<file path="config.mk">
export PLATFORM = sky130hd
export DESIGN_NAME = deser8way
export DESIGN_NICKNAME = d
export VERILOG_FILES = /design/src/rtl/deser8way_pkg.sv /design/src/rtl/dmux8way.sv /design/src/rtl/deser8way.sv
export VERILOG_INCLUDE_DIRS = /design/src /design/src/rtl
export SDC_FILE = /design/constraint.sdc
export NUM_CORES = 1
export LEC_CHECK = 0
export ABC_AREA = 1
export CAP_MARGIN = 20
export CORE_MARGIN = 1
export CORE_UTILIZATION = 35
export DETAILED_ROUTE_END_ITERATION = 7
export GPL_ROUTABILITY_DRIVEN = 0
export GPL_TIMING_DRIVEN = 0
export HOLD_SLACK_MARGIN = 0.12
export PLACE_DENSITY_LB_ADDON = 0.25
export RECOVER_POWER = 25
export SLEW_MARGIN = 20
export SYNTH_ARGS = -nofsm -noshare
export SYNTH_HDL_FRONTEND = slang
export SYNTH_SLANG_ARGS = --single-unit
</file>
<file path="constraint.sdc">
create_clock -name clk_i -period 4.2 [get_ports clk_i]
set_clock_uncertainty 0.2 [all_clocks]
set_input_delay 0.42 -clock clk_i [delete_from_list [all_inputs] [get_ports clk_i]]
set_output_delay 0.42 -clock clk_i [all_outputs]
set_load 0.005 [all_outputs]
</file>
<file path="src/rtl/deser8way_defs.v">
// deser8way shared constants.
// Optional build macro DESER8WAY_PARITY_EN adds a trailing odd-parity bit to each frame.
`ifndef DESER8WAY_DEFS_V
`define DESER8WAY_DEFS_V

`define DESER8WAY_W     8
`define DESER8WAY_CNT_W 4

`ifdef DESER8WAY_PARITY_EN
`define DESER8WAY_N 9
`else
`define DESER8WAY_N 8
`endif

`endif

</file>
<file path="src/rtl/deser8way_pkg.sv">
// deser8way_pkg: typed view of the shared deser8way constants.
// Frame length follows DESER8WAY_PARITY_EN (9 bits with parity, 8 without).
`include "deser8way_defs.v"

package deser8way_pkg;

    localparam int unsigned DataW  = `DESER8WAY_W;
    localparam int unsigned CntW   = `DESER8WAY_CNT_W;
    localparam int unsigned FrameN = `DESER8WAY_N;

    typedef logic [CntW-1:0]  cnt_t;
    typedef logic [DataW-1:0] word_t;

    localparam cnt_t LastSlot = cnt_t'(FrameN - 1);

    // Odd parity: the frame is bad when data plus parity bit XOR to zero.
    function automatic logic parity_bad(input word_t data, input logic pbit);
        return ~(^data ^ pbit);
    endfunction

endpackage

</file>
<file path="src/rtl/dmux8way.sv">
// dmux8way: 1-to-8 demultiplexer producing one-hot write enables.
// Ports:
//   en_i   - enable; all outputs low when 0
//   sel_i  - selected output index
//   out_o  - one-hot enables (bit sel_i high when en_i)
module dmux8way (
    input  logic       en_i,
    input  logic [2:0] sel_i,
    output logic [7:0] out_o
);

    always_comb begin
        out_o = 8'h00;
        if (en_i) begin
            out_o[sel_i] = 1'b1;
        end
    end

endmodule

</file>
<file path="src/rtl/deser8way.sv">
// deser8way: serial-to-parallel deserializer, LSB first, double-buffered 8-bit output.
// Build macro: DESER8WAY_PARITY_EN adds a 9th odd-parity bit per frame and parity_err_o.
// Ports:
//   clk_i, rst_i              - clock, asynchronous active-high reset
//   in_i, in_valid_i          - serial bit and its valid
//   in_ready_o                - bit can be accepted this cycle
//   out_o, out_valid_o        - completed word and its valid
//   out_ready_i               - consumer takes out_o this cycle
//   out_any_o                 - OR of all bits of the word in out_o
//   parity_err_o              - (parity build only) word failed odd parity
module deser8way
    import deser8way_pkg::*;
(
    input  logic       clk_i,
    input  logic       rst_i,
    input  logic       in_i,
    input  logic       in_valid_i,
    output logic       in_ready_o,
    output logic [7:0] out_o,
    output logic       out_valid_o,
    input  logic       out_ready_i,
`ifdef DESER8WAY_PARITY_EN
    output logic       parity_err_o,
`endif
    output logic       out_any_o
);

    cnt_t  cnt_q, cnt_d;
    word_t col_q, col_d;
    word_t out_q, out_d;
    logic  out_valid_q, out_valid_d;
    logic  out_any_q, out_any_d;
    logic  word_any;
    logic  last_slot, accept, complete;
    logic [7:0] slot_en;

    assign last_slot  = (cnt_q == LastSlot);
    // Only the completing bit stalls; earlier bits land in col while out is held.
    assign in_ready_o = !(last_slot && out_valid_q && !out_ready_i);
    assign accept     = in_valid_i && in_ready_o;
    assign complete   = accept && last_slot;

    // Parity slot (cnt 8) has no column; the decoder is disabled there.
    dmux8way u_dmux (
        .en_i  (accept && (cnt_q < cnt_t'(DataW))),
        .sel_i (cnt_q[2:0]),
        .out_o (slot_en)
    );

    always_comb begin
        col_d = col_q;
        for (int k = 0; k < 8; k++) begin
            if (slot_en[k]) begin
                col_d[k] = in_i;
            end
        end
    end

    // col_d already holds the final data bit on the completing edge of an 8-bit frame.
    or u_any_or (word_any, col_d[0], col_d[1], col_d[2], col_d[3],
                 col_d[4], col_d[5], col_d[6], col_d[7]);

    always_comb begin
        cnt_d       = cnt_q;
        out_d       = out_q;
        out_any_d   = out_any_q;
        out_valid_d = out_valid_q;
        if (accept) begin
            cnt_d = last_slot ? cnt_t'(0) : cnt_q + cnt_t'(1);
        end
        if (complete) begin
            out_d       = col_d;
            out_any_d   = word_any;
            out_valid_d = 1'b1;
        end else if (out_valid_q && out_ready_i) begin
            out_valid_d = 1'b0;
        end
    end

    always_ff @(posedge clk_i or posedge rst_i) begin
        if (rst_i) begin
            cnt_q       <= '0;
            col_q       <= '0;
            out_q       <= '0;
            out_valid_q <= 1'b0;
            out_any_q   <= 1'b0;
        end else begin
            cnt_q       <= cnt_d;
            col_q       <= col_d;
            out_q       <= out_d;
            out_valid_q <= out_valid_d;
            out_any_q   <= out_any_d;
        end
    end

`ifdef DESER8WAY_PARITY_EN
    logic parity_err_q, parity_err_d;

    always_comb begin
        parity_err_d = parity_err_q;
        if (complete) begin
            parity_err_d = parity_bad(col_q, in_i);
        end
    end

    always_ff @(posedge clk_i or posedge rst_i) begin
        if (rst_i) begin
            parity_err_q <= 1'b0;
        end else begin
            parity_err_q <= parity_err_d;
        end
    end

    assign parity_err_o = parity_err_q;
`endif

    assign out_o       = out_q;
    assign out_valid_o = out_valid_q;
    assign out_any_o   = out_any_q;

endmodule

</file>
==> out/summary.txt <==
Dpl ws = 1.86 ns
Worst setup margin = 1.69 ns
Area share of the largest cell type after synthesis = 51.2%
Gate power share = 41.7%
Req. time, crit path = 3.58 ns
CP endpoint kind = primary output
Cell leakage power = 0.000650 uW
Yosys warnings = 0
Min Tclk post-route = 2.51 ns
Setup TNS = 0 ns
Post-Synthesis Cell Area = 0.00108 mm^2
Vias = 875
Critical path endpoint = in_ready_o
Final setup viols = 0
Crit path launch type = flip-flop
Pin count of the biggest net entering global routing = 23
Die height = 57.4 um
CTS H-Tree Depth = 1
Clock Power Share = 18.3%
Synth cell types = 25
DRC = 0
Hold Fails Final Rpt = 0
Reg-to-reg startpoint = cnt_q[0]
Synth top cells by count = 32 x nand2_1, 22 x dfrtp_1, 21 x inv_1
Most numerous cell in the Yosys netlist = nand2_1
Cells on worst reg2reg path = 11
Sequential Power Share = 40.0%
Placeable Area = 0.00283 mm^2
Internal = 580 uW
Hold Worst Slack = 0.303 ns
Data arrival time of the worst path = 1.89 ns
Fin crit share = 59.8%
Rows = 19
Worst setup startpoint = cnt_q[0]
First-pass GRT wire length = 3830 um
Crit Path Max Fanout = 7
Detail Route Antenna Nets = 0
Buffers on Ports = 15
CTS Sinks = 22
Unrepaired setup endpoints after global routing = no
Post-Syn Instances = 129
Max-slew violations = 0
Area Growth Syn to Fin = 22.4%
# diodes = 0
Vias in the first global route = 865
CTS clk-pin slew, worst paths = 0.13 ns
Post-DP HPWL = 1590 um
Post-DR wirelength/cell = 11.7 um
Sw frac = 36.0%
CTS tree = yes
Quantity of gates resized following cts = 0
Leading area contributor after synthesis = dfrtp_1
#FFs+latches synth = 22
Die width = 57.4 um
R2R setup slack = 2.01 ns
Remaining global-route overflow = 0
All-layer global routing usage = 15.2%
CTS max path bufs = 2
# Post-CTS Setup Buffers = 0
CTS buffer count = 3
Via density per instance = 4.89
# hold bufs at CTS = 0
Outcome = complete, no violations
RR Endpoint = out_any_o
Initial DRC count = 17
I/O pin count = 16
Register area share after synthesis = 51.2%
# nets final = 155
Hold WC Path Type = reg2reg
Final Power = 906 uW
CTS root buf = clkbuf_4
Maximum vdd drop = 0.265 mV
Initial Utilization = 38.0%
Ranking of synthesized cells by area = dfrtp_1 51%, nand2_1 11%, inv_1 7.3%
Net Count, Synth = 135
Drt first pass iters = 4
Post-synth EDFFs = 0
Fmax = 0.398 GHz
Layout cells sized above 1 = 12.8%
P_sw = 326 uW
Asr flop ratio synth = 100%
Main synth FF type = dfrtp_1
Die area = 0.00330 mm^2
Final WL = 2100 um
Slew @ Worst Pin = 0.816 ns
Avg Cell Area, Syn = 8.34 um^2
Max_cap viols = 0
Relative slew margins = 45.5%
Worst skew pair latency = 0.31 ns
Critical path type = reg2out
Initial antenna violation count = 0
Pwr Density = 687 mW/mm^2
state kept, by name, indices dropped and copies added, names as in the netlist:
register and cells:
col_q 8, out_o 8, cnt_q 4, out_any_o 1
out_valid_o 1
power groups by stage:
stage                     sequential (uW)  clock, uW  combinational, uW
after detailed placement              368          0                382
after floorplan                       364          0                233
after global routing                  375        173                432
final                                 363        165                378
after CTS                             364        169                383
after global placement                364          0                369
area by class of cell:
| type | instances | area, um^2 |
|---|---|---|
| Timing Repair Buffer | 15 | 150 |
| Clock buffer | 3 | 22.5 |
| Clock inverter | 1 | 30.0 |
| Tap cell | 31 | 38.8 |
| Buffer | 2 | 16.3 |
| Multi-Input combinational cell | 81 | 419 |
| Sequential cell | 22 | 551 |
| Inverter | 24 | 90.1 |
| Fill cell | 278 | 1510 |
worst min-delay path by stage:
stage	from	to	slack, ns	cells after the start
6_report	col_q[2]	col_q[2]	0.30	2
5_1_grt	out_o[2]	out_o[2]	0.33	1
4_1_cts	col_q[2]	col_q[2]	0.31	2
3_5_place_dp	col_q[2]	col_q[2]	0.28	2
3_3_place_gp	col_q[2]	col_q[2]	0.25	2
2_1_floorplan	rst_i	cnt_q[0]	0.21	1
cells in the final DEF, fill, tap and decap left out, types with 2 or more instances in the layout:
master	synthesis	final
nand2_1	32	32
dfrtp_1	22	22
inv_1	21	21
clkdlybuf4s50_1	0	14
nand3_1	8	8
o21ai_1	7	7
nor2_1	6	6
nand4_1	5	5
o21ai_0	4	4
nand2_2	3	3
clkbuf_4	0	3
inv_2	2	2
nand2_4	2	2
nor3_1	2	2
a21oi_2	2	2
nor2_2	2	2
routing by layer:
metal	global-route usage, %	wire, um
met3	3.17	56
met1	19.1	936
met5	0	0
met2	24.8	1050
met4	7.67	59
critical path, stage by stage (launching register included):
cell and delay (ns):
dfrtp_1 0.52, ha_1 0.26, nand2_2 0.10, nor2_4 0.15
nand2_4 0.09, clkdlybuf4s50_1 0.45
per-stage QoR:
step | instances | cell area (um^2) | util, %
after global placement | 175 | 1260 | 44.7
after CTS | 179 | 1320 | 46.6
after global routing | 179 | 1320 | 46.6
after floorplan | 129 | 1080 | -
after detailed placement | 175 | 1260 | 44.7
final | 179 | 1320 | 46.6
cells by family after synthesis:
| family | synth area share [%] |
|---|---|
| buffers and inverters | 9.88 |
| flip-flops | 51.2 |
| AO/OA/AOI/OAI | 8.60 |
| adder cells (fa/ha/maj) | 1.16 |
| XOR/XNOR | 0.814 |
| AND/OR/NAND/NOR | 28.4 |
(Power assumes the default switching activity.)
==> RTL edit: new RTL, config.mk and constraints unchanged <==
Add a define of `DESER8WAY_PARITY_EN`.
--- a/src/rtl/deser8way_pkg.sv
+++ b/src/rtl/deser8way_pkg.sv
@@ -1,4 +1,6 @@
 // deser8way_pkg: typed view of the shared deser8way constants.
 // Frame length follows DESER8WAY_PARITY_EN (9 bits with parity, 8 without).
+`define DESER8WAY_PARITY_EN
+
 `include "deser8way_defs.v"
 
Behaviour (old outputs only; new: parity_err_o): not the same (a bounded check fails within 10 cycles, from zero or initial values and one cycle with rst_i high).
==> RTL edit against the unedited design <==
  * Sequential cell count up 1
  * Routed wire length increased by 14%
  * Design area up 12%
  * Synthesized area rose by 18%
  * Combinational power up 34%
  * Die area up 17%
  * Worst setup slack gained 0.065 ns
  * Total power grew 12%
  * Critical path type unchanged
  * Largest cell class unchanged
  * Largest power group unchanged
==> RTL edit: results (changes against the unedited design) <==
| Metric | Value |
|---|---|
| Status | complete, no violations (unchanged) |
| Peak VDD IR | 298.7 uV (was 264.8 uV) |
| Crit path DAT | 1.83 ns (was 1.89 ns) |
| Complex-gate fraction of the synthesized area | 0.07799 (was 0.08605) |
| WL/cell | 11.25 um (was 11.74 um) |
| Commonest cells post-synth | 40 x nand2_1, 23 x dfrtp_1, 21 x inv_1 (was 32 x nand2_1, 22 x dfrtp_1, 21 x inv_1) |
| Vias in the first global route | 912 (was 865) |
| Wire length on met3 | 67 um (was 56 um) |
| Internal power consumption | 0.6032 mW (was 0.5795 mW) |
| Met1 wire length | 1.203 mm (was 936 um) |
| Hold Crit Class | primary input to flop (was flop to flop) |
| Routed wire length | 2.397 mm (was 2.102 mm) |
| Gr usage total | 0.1357 (was 0.1520) |
| DRT iter0 DRCs | 26 (was 17) |
| DR WL met2 | 1.079 mm (was 1.049 mm) |
| Largest net degree at the start of global routing | 24 (was 23) |
| Slowest-stage cell, CP | clkdlybuf4s50_1 (was dfrtp_1) |
| # nets final | 174 (was 155) |
| Buffers added on ports | 14 (was 15) |
| First-pass GRT wire length | 4.119 mm (was 3.829 mm) |
| Synth Area in Adders | 0.009872 (was 0.01163) |
| Vias | 964 (was 875) |
| Final HPWL DP | 1.800 mm (was 1.592 mm) |
| Yosys cell types | 27 (was 25) |
| Largest cells by area after synthesis | dfrtp_1 45%, nand2_1 12%, inv_1 6.2% (was dfrtp_1 51%, nand2_1 11%, inv_1 7.3%) |
| Worst R2R Setup Slack | 2.22 ns (was 2.01 ns) |
| Fill cells | 343 (was 278) |
| Cells after synthesis | 149 (was 129) |
| Layout cells sized above 1 | 0.1557 (was 0.1284) |
| P_leak | 0.7179 nW (was 0.6500 nW) |
| Post-Synth XOR/XNOR Area | 0.04146 (was 0.008140) |
-- RTL edit: cell count changes after synthesis, sizes merged, moves of 2 or more --
cell	change
a21oi	-2
buf	+2
nand2	+9
nand4	+3
nor3	-2
o21ai	+4
xnor2	+5
-- RTL edit: area by class of cell --
type / count / share of cell area
flip-flops and latches: 23 / 0.3892
multi-input cells: 98 / 0.3604
repair buffers: 14 / 0.09475
inverters: 24 / 0.06261
well taps: 46 / 0.03892
plain buffers: 4 / 0.03638
clock buffers: 4 / 0.01777
-- RTL edit: layer usage --
metal / GRT usage / up-vias
met2: 0.2047 / 13
met1: 0.1891 / 442
met4: 0.06105 / 0
met5: 0 / -
met3: 0.02390 / 5
li1: - / 504
-- RTL edit: stage by stage --
stage	area [um2]	utilization	setup WS (ns)	hold WS (ns)	power [mW]
after floorplan	1267	-	2.589	0.2219	0.7522
after global placement	1465	0.4323	1.941	0.2648	0.9071
after detailed placement	1465	0.4323	1.917	0.2754	0.9205
after CTS	1491	0.4400	1.915	0.1760	1.030
after global routing	1479	0.4363	1.615	0.1779	1.107
final	1479	0.4363	1.753	0.1865	1.016
-- RTL edit: final timing paths --
kind                       startpoint         end  cells after the start
max in group asynchronous       rst_i    cnt_q[3]                      2
min                        in_valid_i    cnt_q[0]                      3
max                          cnt_q[3]  in_ready_o                      4
max reg2reg                  cnt_q[3]   out_any_o                     12
min reg2reg                  out_o[7]    out_o[7]                      2
min in group asynchronous       rst_i   out_any_o                      2
-- RTL edit: critical path: cells and delay by family (launching register included) --
family	cells	cell delay, ns
buf+inv	2	0.80
flops	1	0.44
simple gates	2	0.28
-- RTL edit: cells by family after synthesis --
kind of cell               Yosys count
DFF                                 23
adders and majority gates            1
buffers and inverters               28
xor gates and xnor gates             6
AOI/OAI and AO/OA                   17
and+or+nand+nor                     74
-- RTL edit: power groups by stage --
stage | sequential [mW] | clock [mW] | combinational (mW)
after floorplan | 0.400 | 0 | 0.353
after global placement | 0.402 | 0 | 0.505
after detailed placement | 0.409 | 0 | 0.511
after CTS | 0.406 | 0.107 | 0.517
after global routing | 0.417 | 0.118 | 0.572
final | 0.404 | 0.103 | 0.508
